<file path="src/rtl/alu_seq_pkg.sv">
// Shared types and constants for the ALU operand-1 issue sequencer.
package alu_seq_pkg;

    localparam int unsigned DATA_W   = 32;
    localparam int unsigned OPCODE_W = 6;
    localparam int unsigned FUNCT_W  = 6;
    localparam int unsigned REG_W    = 5;

    localparam logic [OPCODE_W-1:0] OPCODE_RTYPE = 6'h00;

    localparam logic [FUNCT_W-1:0] FUNCT_SLL  = 6'h00;
    localparam logic [FUNCT_W-1:0] FUNCT_SRL  = 6'h02;
    localparam logic [FUNCT_W-1:0] FUNCT_SRA  = 6'h03;
    localparam logic [FUNCT_W-1:0] FUNCT_SLLV = 6'h04;
    localparam logic [FUNCT_W-1:0] FUNCT_SRLV = 6'h06;
    localparam logic [FUNCT_W-1:0] FUNCT_SRAV = 6'h07;

    typedef enum logic [1:0] {
        IDLE,
        PREP,
        EXEC
    } seq_state_e;

    typedef enum logic [1:0] {
        PLAIN,
        SHIFT_IMM,
        SHIFT_VAR
    } op_class_e;

endpackage

</file>
<file path="src/rtl/alu_shift_classifier.sv">
// Combinational opcode/funct decode into shift-operand classes.
module alu_shift_classifier
    import alu_seq_pkg::*;
(
    input  logic [OPCODE_W-1:0] opcode_i,
    input  logic [FUNCT_W-1:0]  funct_i,
    output op_class_e           op_class_o
);

    // Only R-type shift functs select the shift-amount operand path
    always_comb begin
        op_class_o = PLAIN;
        if (opcode_i == OPCODE_RTYPE) begin
            case (funct_i)
                FUNCT_SLL, FUNCT_SRL, FUNCT_SRA:    op_class_o = SHIFT_IMM;
                FUNCT_SLLV, FUNCT_SRLV, FUNCT_SRAV: op_class_o = SHIFT_VAR;
                default:                            op_class_o = PLAIN;
            endcase
        end
    end

endmodule

</file>
<file path="src/rtl/alu_operand_sequencer.sv">
// Issue controller for the ALU operand-1 path: classifies decoded ops,
// drives the data1 mux select / shift-amount operand and counts issued ops.
// Optional feature: define ALU_SEQ_FWD_EN for a one-entry result bypass
// feeding variable-shift amounts.
module alu_operand_sequencer
    import alu_seq_pkg::*;
#(
    parameter int unsigned CNT_W   = 16,
    parameter int unsigned SHAMT_W = 5
) (
    input  logic                clk_i,
    input  logic                rst_i,
    input  logic                instr_valid_i,
    output logic                instr_ready_o,
    input  logic [OPCODE_W-1:0] opcode_i,
    input  logic [FUNCT_W-1:0]  funct_i,
    input  logic [SHAMT_W-1:0]  shamt_i,
    input  logic [REG_W-1:0]    rs_addr_i,
    input  logic [REG_W-1:0]    rd_addr_i,
    input  logic [DATA_W-1:0]   rs_data_i,
    input  logic [DATA_W-1:0]   alu_result_i,
    output logic                alu_valid_o,
    input  logic                alu_ready_i,
    output logic                use_shift_o,
    output logic [DATA_W-1:0]   shift_data_o,
    output logic [FUNCT_W-1:0]  alu_funct_o,
    output logic [CNT_W-1:0]    op_count_o
);

    seq_state_e           state_q, state_d;
    op_class_e            op_class;
    logic                 use_shift_q, use_shift_d;
    logic [SHAMT_W-1:0]   shift_q, shift_d;
    logic [SHAMT_W-1:0]   rs_lat_q, rs_lat_d;
    logic [FUNCT_W-1:0]   funct_q, funct_d;
    logic [CNT_W-1:0]     cnt_q, cnt_d;
    logic                 issue;
    logic                 accept;
    logic [SHAMT_W-1:0]   rs_src;

`ifdef ALU_SEQ_FWD_EN
    logic [REG_W-1:0]     rd_q, rd_d;
    logic [REG_W-1:0]     byp_rd_q, byp_rd_d;
    logic [SHAMT_W-1:0]   byp_data_q, byp_data_d;
    logic                 unused_bits;
    assign unused_bits = ^{rs_data_i[DATA_W-1:SHAMT_W], alu_result_i[DATA_W-1:SHAMT_W]};
`else
    logic                 unused_bits;
    assign unused_bits = ^{rs_data_i[DATA_W-1:SHAMT_W], rd_addr_i, alu_result_i};
`endif

    alu_shift_classifier u_classifier (
        .opcode_i   (opcode_i),
        .funct_i    (funct_i),
        .op_class_o (op_class)
    );

    // Next-state, operand next values and handshake outputs
    always_comb begin
        state_d     = state_q;
        use_shift_d = use_shift_q;
        shift_d     = shift_q;
        rs_lat_d    = rs_lat_q;
        funct_d     = funct_q;
        cnt_d       = cnt_q;
        rs_src      = rs_data_i[SHAMT_W-1:0];
`ifdef ALU_SEQ_FWD_EN
        rd_d        = rd_q;
        byp_rd_d    = byp_rd_q;
        byp_data_d  = byp_data_q;
`endif

        alu_valid_o   = (state_q == EXEC);
        issue         = alu_valid_o && alu_ready_i;
        instr_ready_o = (state_q == IDLE) || issue;
        accept        = instr_valid_i && instr_ready_o;

`ifdef ALU_SEQ_FWD_EN
        // Newest producer wins: the op completing now, then the retained entry
        if (issue && (rd_q != '0) && (rd_q == rs_addr_i)) begin
            rs_src = alu_result_i[SHAMT_W-1:0];
        end else if ((byp_rd_q != '0) && (byp_rd_q == rs_addr_i)) begin
            rs_src = byp_data_q;
        end
        if (issue) begin
            byp_rd_d   = rd_q;
            byp_data_d = alu_result_i[SHAMT_W-1:0];
        end
`endif

        if (issue) begin
            cnt_d = cnt_q + CNT_W'(1);
        end

        case (state_q)
            PREP: begin
                state_d     = EXEC;
                use_shift_d = 1'b1;
                shift_d     = rs_lat_q;
            end
            IDLE, EXEC: begin
                if (accept) begin
                    funct_d = funct_i;
`ifdef ALU_SEQ_FWD_EN
                    rd_d    = rd_addr_i;
`endif
                    case (op_class)
                        SHIFT_IMM: begin
                            state_d     = EXEC;
                            use_shift_d = 1'b1;
                            shift_d     = shamt_i;
                        end
                        SHIFT_VAR: begin
                            state_d  = PREP;
                            rs_lat_d = rs_src;
                        end
                        default: begin
                            state_d     = EXEC;
                            use_shift_d = 1'b0;
                            shift_d     = '0;
                        end
                    endcase
                end else if (issue) begin
                    state_d = IDLE;
                end
            end
            default: state_d = IDLE;
        endcase
    end

    // State and operand registers; reset drops any in-flight op
    always_ff @(posedge clk_i or posedge rst_i) begin
        if (rst_i) begin
            state_q     <= IDLE;
            use_shift_q <= 1'b0;
            shift_q     <= '0;
            rs_lat_q    <= '0;
            funct_q     <= '0;
            cnt_q       <= '0;
`ifdef ALU_SEQ_FWD_EN
            rd_q        <= '0;
            byp_rd_q    <= '0;
            byp_data_q  <= '0;
`endif
        end else begin
            state_q     <= state_d;
            use_shift_q <= use_shift_d;
            shift_q     <= shift_d;
            rs_lat_q    <= rs_lat_d;
            funct_q     <= funct_d;
            cnt_q       <= cnt_d;
`ifdef ALU_SEQ_FWD_EN
            rd_q        <= rd_d;
            byp_rd_q    <= byp_rd_d;
            byp_data_q  <= byp_data_d;
`endif
        end
    end

    assign use_shift_o  = use_shift_q;
    assign shift_data_o = DATA_W'(shift_q);
    assign alu_funct_o  = funct_q;
    assign op_count_o   = cnt_q;

endmodule

</file>
<file path="config.mk">
export PLATFORM = sky130hd
export DESIGN_NAME = alu_operand_sequencer
export DESIGN_NICKNAME = d
export VERILOG_FILES = /design/src/rtl/alu_seq_pkg.sv /design/src/rtl/alu_shift_classifier.sv /design/src/rtl/alu_operand_sequencer.sv
export SDC_FILE = /design/constraint.sdc
export NUM_CORES = 1
export LEC_CHECK = 0
export CORE_UTILIZATION = 32
export DETAILED_ROUTE_END_ITERATION = 16
export GPL_TIMING_DRIVEN = 0
export PLACE_DENSITY = 0.78
export SYNTH_ARGS = -nofsm -noshare
export SYNTH_HDL_FRONTEND = slang
export SYNTH_SLANG_ARGS = --single-unit
</file>
<file path="constraint.sdc">
create_clock -name clk_i -period 2.8 [get_ports clk_i]
set_clock_uncertainty 0.05 [all_clocks]
set_input_delay 0.42 -clock clk_i [delete_from_list [all_inputs] [get_ports clk_i]]
set_output_delay 0.42 -clock clk_i [all_outputs]
set_load 0.02 [all_outputs]
</file>
* Word level (Yosys, flattened, before mapping)
Index checks and enable logic that the tools add are counted.
W data, S select, Z words.
** Operators by class
- Multiplexer cells :: 12
- Reduce and logical (&&, ||, !) cells :: 13
- $add $sub $neg :: 1
- Equal/unequal tests :: 12
** Operators with widths (count)
- $pmux W5 S2 :: 2
- $eq A6 B3 Y1 const B :: 3
- $add A16 B1 Y16 const B :: 1
- $eq A6 B2 Y1 const B :: 2
- $logic_not A6 Y1 :: 2
- $mux W2 :: 4
- $pmux W2 S2 :: 2
- $reduce_and A3 Y1 :: 2
- $reduce_or A3 Y1 :: 2
- $mux W5 :: 1
- $eq A2 B1 Y1 const B :: 2
- $eq A2 B2 Y1 const B :: 2
- $ne A2 B2 Y1 const B :: 2
- $pmux W1 S2 :: 2
- $ne A3 B3 Y1 const B :: 1
- $logic_and A1 B1 Y1 :: 2
- $logic_not A2 Y1 :: 1
- $reduce_and A2 Y1 :: 1
- $reduce_bool A2 Y1 :: 1
- $reduce_or A2 Y1 :: 1
- $logic_or A1 B1 Y1 :: 1
- $mux W1 :: 1
** Word-level totals
- Output and inout bits :: 57
- Logic and storage cells :: 44
- Bits of input ports :: 95
- Bits in registers :: 35

* Longest topological paths before layout
- Depth after elaboration :: 8
- Mapped depth :: 5
- Mapped depth without buffers :: 4

* By module
From an unflattened synthesis, not the netlist that was laid out.
** Second synthesis, totals
- Cells, all modules :: 157
- Area, all modules :: 1808.0 um2
** By module, submodules not included
- alu_operand_sequencer :: cells each 151, sequential area each 875.8 um2, area an instance 1760.4 um2, times used 1
- alu_shift_classifier :: cells each 6, sequential area each 0.0 um2, area an instance 47.5 um2, times used 1

* Worst setup path after synthesis
No wires, ideal clock.
- Path type :: input to register
- Start :: input opcode_i[0]
- End :: register rs_lat_q[0]
- Path slack :: 0.631 ns
- Stages on the path :: 4
- Library setup time :: 0.125 ns
- Data arrival time :: 1.994 ns
- Path buffers :: 0
- Required time :: 2.625 ns
- Path through :: or4_4 -> nor4_4 -> nor3b_4 -> mux2_2
** Between the ends
- Word-level cells in the longest chain between the ends :: 4
** Ends and longest elaborated chain
- start: declaration :: RTL line alu_operand_sequencer.sv:15 : input logic [OPCODE_W-1:0] opcode_i,
- $logic_not A6 Y1 :: RTL line alu_shift_classifier.sv:13 : if (opcode_i == OPCODE_RTYPE) begin
- $mux W2 :: RTL line alu_shift_classifier.sv:13
- $eq A2 B2 Y1 :: RTL line alu_operand_sequencer.sv:107 : case (op_class)
- $reduce_and A3 Y1 (no line)
- end signal: assignment :: RTL line alu_operand_sequencer.sv:149 : rs_lat_q <= rs_lat_d;
- end: declaration :: RTL line alu_operand_sequencer.sv:34 : logic [SHAMT_W-1:0] rs_lat_q, rs_lat_d;
Every way passes these cells.
A chain may end at the register's enable or synchronous reset.

* Worst setup path in the final report
- Start :: input opcode_i[0]
- End :: register rs_lat_q[2]
The elaborated chain is that of the path after synthesis.

==> results.yml <==
timing:
  hold_ws_ns: 0.425
  fmax_mhz: 403
  setup_viol: 0
  drv_slew: 0
  slew_headroom: 0.517
  setup_tns_ns: 0
  tightest_slew_ns: 0.724
  rsz0062_at_grt: "no"
  fin_crit_ns: 2.48
  hold_viol: 0
  finalWorstSetupSlack_ns: 0.317
  finalCritPeriodShare: 0.887
routing:
  routed_wl_um: 3680
  routed_via_density: 4.32
  initialDrtViolationCount: 37
  num_vias: 1326
  ant_nets: 0
  route.detailed.drc: 0
  wl_per_cell_um: 12.0
  dr.pass1.iters: 4
power:
  swShare: 0.306
  p_leak_nw: 1.23
  power.total_mw: 1.50
  internal_power_mw: 1.04
  power_frac_comb: 0.289
  p_clk_frac: 0.294
  irDropWorstVdd_uv: 530
  p_switching_mw: 0.460
  seqPwrFrac: 0.417
  power.density_nw_per_um2: 578
place:
  portBuffers: 55
  gp_congestion: 0.778
  post-dp-hpwl_um: 2770
  dp_slack_ns: -0.00833
critical_path:
  crit_path_end_kind: "flip-flop"
  required_ns: 2.93
  cpPeakStageDelay_ns: 0.56
  crit_family: "simple AND/OR/NAND/NOR gates"
  cp_max_fo: 7
  cp_data_arrival_time_ns: 2.61
  cp.depth: 5
  critical_path.cell_chain: "clkdlybuf4s50_1 -> or4_4 -> nor4_4 -> nor3b_4 -> mux2_2"
  critPathKind: "input port to flip-flop"
  r2r_cells: 5
  slowest_stage: "or4_4"
  critPathBufInv: 1
  startpoint_type: "input port"
floorplanning:
  dieArea_sq_um: 5790
  rows: 26
  core-area_sq_um: 5200
  die_h_um: 76.1
  pin_count: 152
  start_util: 0.337
  die_x_um: 76.1
yosys:
  syn_area_sq_um: 1760
  avgSynthCellArea_sq_um: 11.8
  synth_cells: 149
  ys_warn_count: 0
  ys_seq_area_frac: 0.499
  ys_ff_latch: 35
  synth_cell_type_count: 32
grt:
  overflow: 0
  antenna_found_initial: 0
  grt_pass1_wl_um: 6180
  grt_pass1_vias: 1293
  grt_max_degree: 36
  grt_use_total: 0.137
hold_path:
  hold_depth: 1
  hp-class: "flip-flop to flip-flop"
run:
  cap_viol_max_count: 0
clocking:
  cts_setup_buffers: 0
  clockBufferDepth: 2
  cts_resized: 0
  clk_pin_slew_ns: 0.07
  cts_hold_buf: 0
  cts_root_buf: "clkbuf_8"
  clock_latency_ns: 0.29
  cts.sinks: 35
  cts_tree: "yes"
  cts_buffers: 5
  cts.htree.levels: 2
cells_and_area:
  final_cell_mix: "clkdlybuf4s50_1, dfrtp_1, buf_4, conb_1, mux2_2"
  antennaDiodeCount: 0
  syn2layout_area_growth_pct: 48.0
  layout-drive-gt1-share: 0.236
  final_common_cell: "clkdlybuf4s50_1"
  fin_nets: 333
  fin_util: 0.499
run_status:
  outcome: "finished clean"
==> kinds of logic after synthesis <==
group / synth area share
and+or+nand+nor: 0.125
buffers and inverters: 0.135
muxes: 0.103
xor gates and xnor gates: 0.0748
AOI/OAI and AO/OA: 0.0535
adders and majority gates: 0.00713
DFF: 0.499
other: 0.00214
==> cells in the mapped netlist <==
| master | instances | area (sq um) |
|---|---|---|
| a32o_1 | 5 | 50.1 |
| nor4_1 | 1 | 6.26 |
| conb_1 | 1 | 3.75 |
| nor3_1 | 5 | 25.0 |
| nor3b_1 | 1 | 7.51 |
| nand2_1 | 4 | 15.0 |
| nand3_1 | 5 | 25.0 |
| clkbuf_1 | 1 | 3.75 |
| inv_1 | 7 | 26.3 |
| mux2_2 | 16 | 180 |
| xor2_1 | 6 | 52.6 |
| buf_4 | 27 | 203 |
| or4_1 | 1 | 7.51 |
| a211o_1 | 1 | 8.76 |
| or4_4 | 1 | 11.3 |
| o21ai_0 | 1 | 5.00 |
| and3_1 | 1 | 6.26 |
| nand4_1 | 6 | 37.5 |
| a22oi_1 | 1 | 7.51 |
| nand4b_1 | 1 | 8.76 |
| xnor2_1 | 9 | 78.8 |
| nor3b_4 | 1 | 18.8 |
| nor2b_1 | 1 | 6.26 |
| a21oi_1 | 1 | 5.00 |
| o22a_2 | 1 | 10.0 |
| nand2b_1 | 2 | 12.5 |
| buf_2 | 1 | 5.00 |
| nor2_1 | 3 | 11.3 |
| dfrtp_1 | 35 | 876 |
| ha_1 | 1 | 12.5 |
| a21o_1 | 1 | 7.51 |
| nor4_4 | 1 | 21.3 |
==> state kept, by name, summed over array words and instances, names as in the netlist <==
name	flops
alu_funct_o	6
op_count_o	16
rs_lat_q	5
shift_q	5
state_q	2
use_shift_o	1
==> per-stage QoR <==
step           cell area, sq um  std cells
5_1_grt                    2600        307
3_3_place_gp               2490        300
3_5_place_dp               2490        300
4_1_cts                    2600        307
6_report                   2600        307
2_1_floorplan              1850        175
==> per-layer routing <==
layer  GRT usage  vias up  routed length, um
met5           0        -                  0
met4      0.0462        0                 49
met3      0.0587        6                338
met2       0.215       62               1680
met1       0.169      614               1620
li1            -      644                  -
==> cell type report <==
type                       instances  area (sq um)
clock inverter                     2          37.5
fill                             504          2610
multi-input combinational        104           739
timing repair buffer              55           551
sequential                        35           876
buffer                            29           211
tap                               70          87.6
inverter                           7          26.3
clock buffer                       5          68.8
==> power groups by stage <==
stage | sequential [mW] | clock (mW) | combinational, mW
2_1_floorplan | 0.697 | 0 | 0.179
6_report | 0.626 | 0.442 | 0.434
4_1_cts | 0.628 | 0.456 | 0.437
5_1_grt | 0.638 | 0.477 | 0.466
3_3_place_gp | 0.634 | 0 | 0.429
3_5_place_dp | 0.636 | 0 | 0.434
==> final timing paths <==
kind                                                  from                         end  slack [ns]
worst min register to register  op_count_o[15]$_DFFE_PP0P_  op_count_o[15]$_DFFE_PP0P_        0.43
worst max register to register      state_q[0]$_DFFE_PP0P_      shift_q[3]$_DFFE_PP0P_        0.59
min in group asynchronous                            rst_i  op_count_o[15]$_DFFE_PP0P_        0.52
max in group asynchronous                            rst_i  op_count_o[13]$_DFFE_PP0P_        1.71
worst min-delay path            op_count_o[15]$_DFFE_PP0P_  op_count_o[15]$_DFFE_PP0P_        0.43
worst max-delay path                           opcode_i[0]     rs_lat_q[2]$_DFFE_PP0P_        0.32
Note: power is estimated with default switching activity, not from simulation.
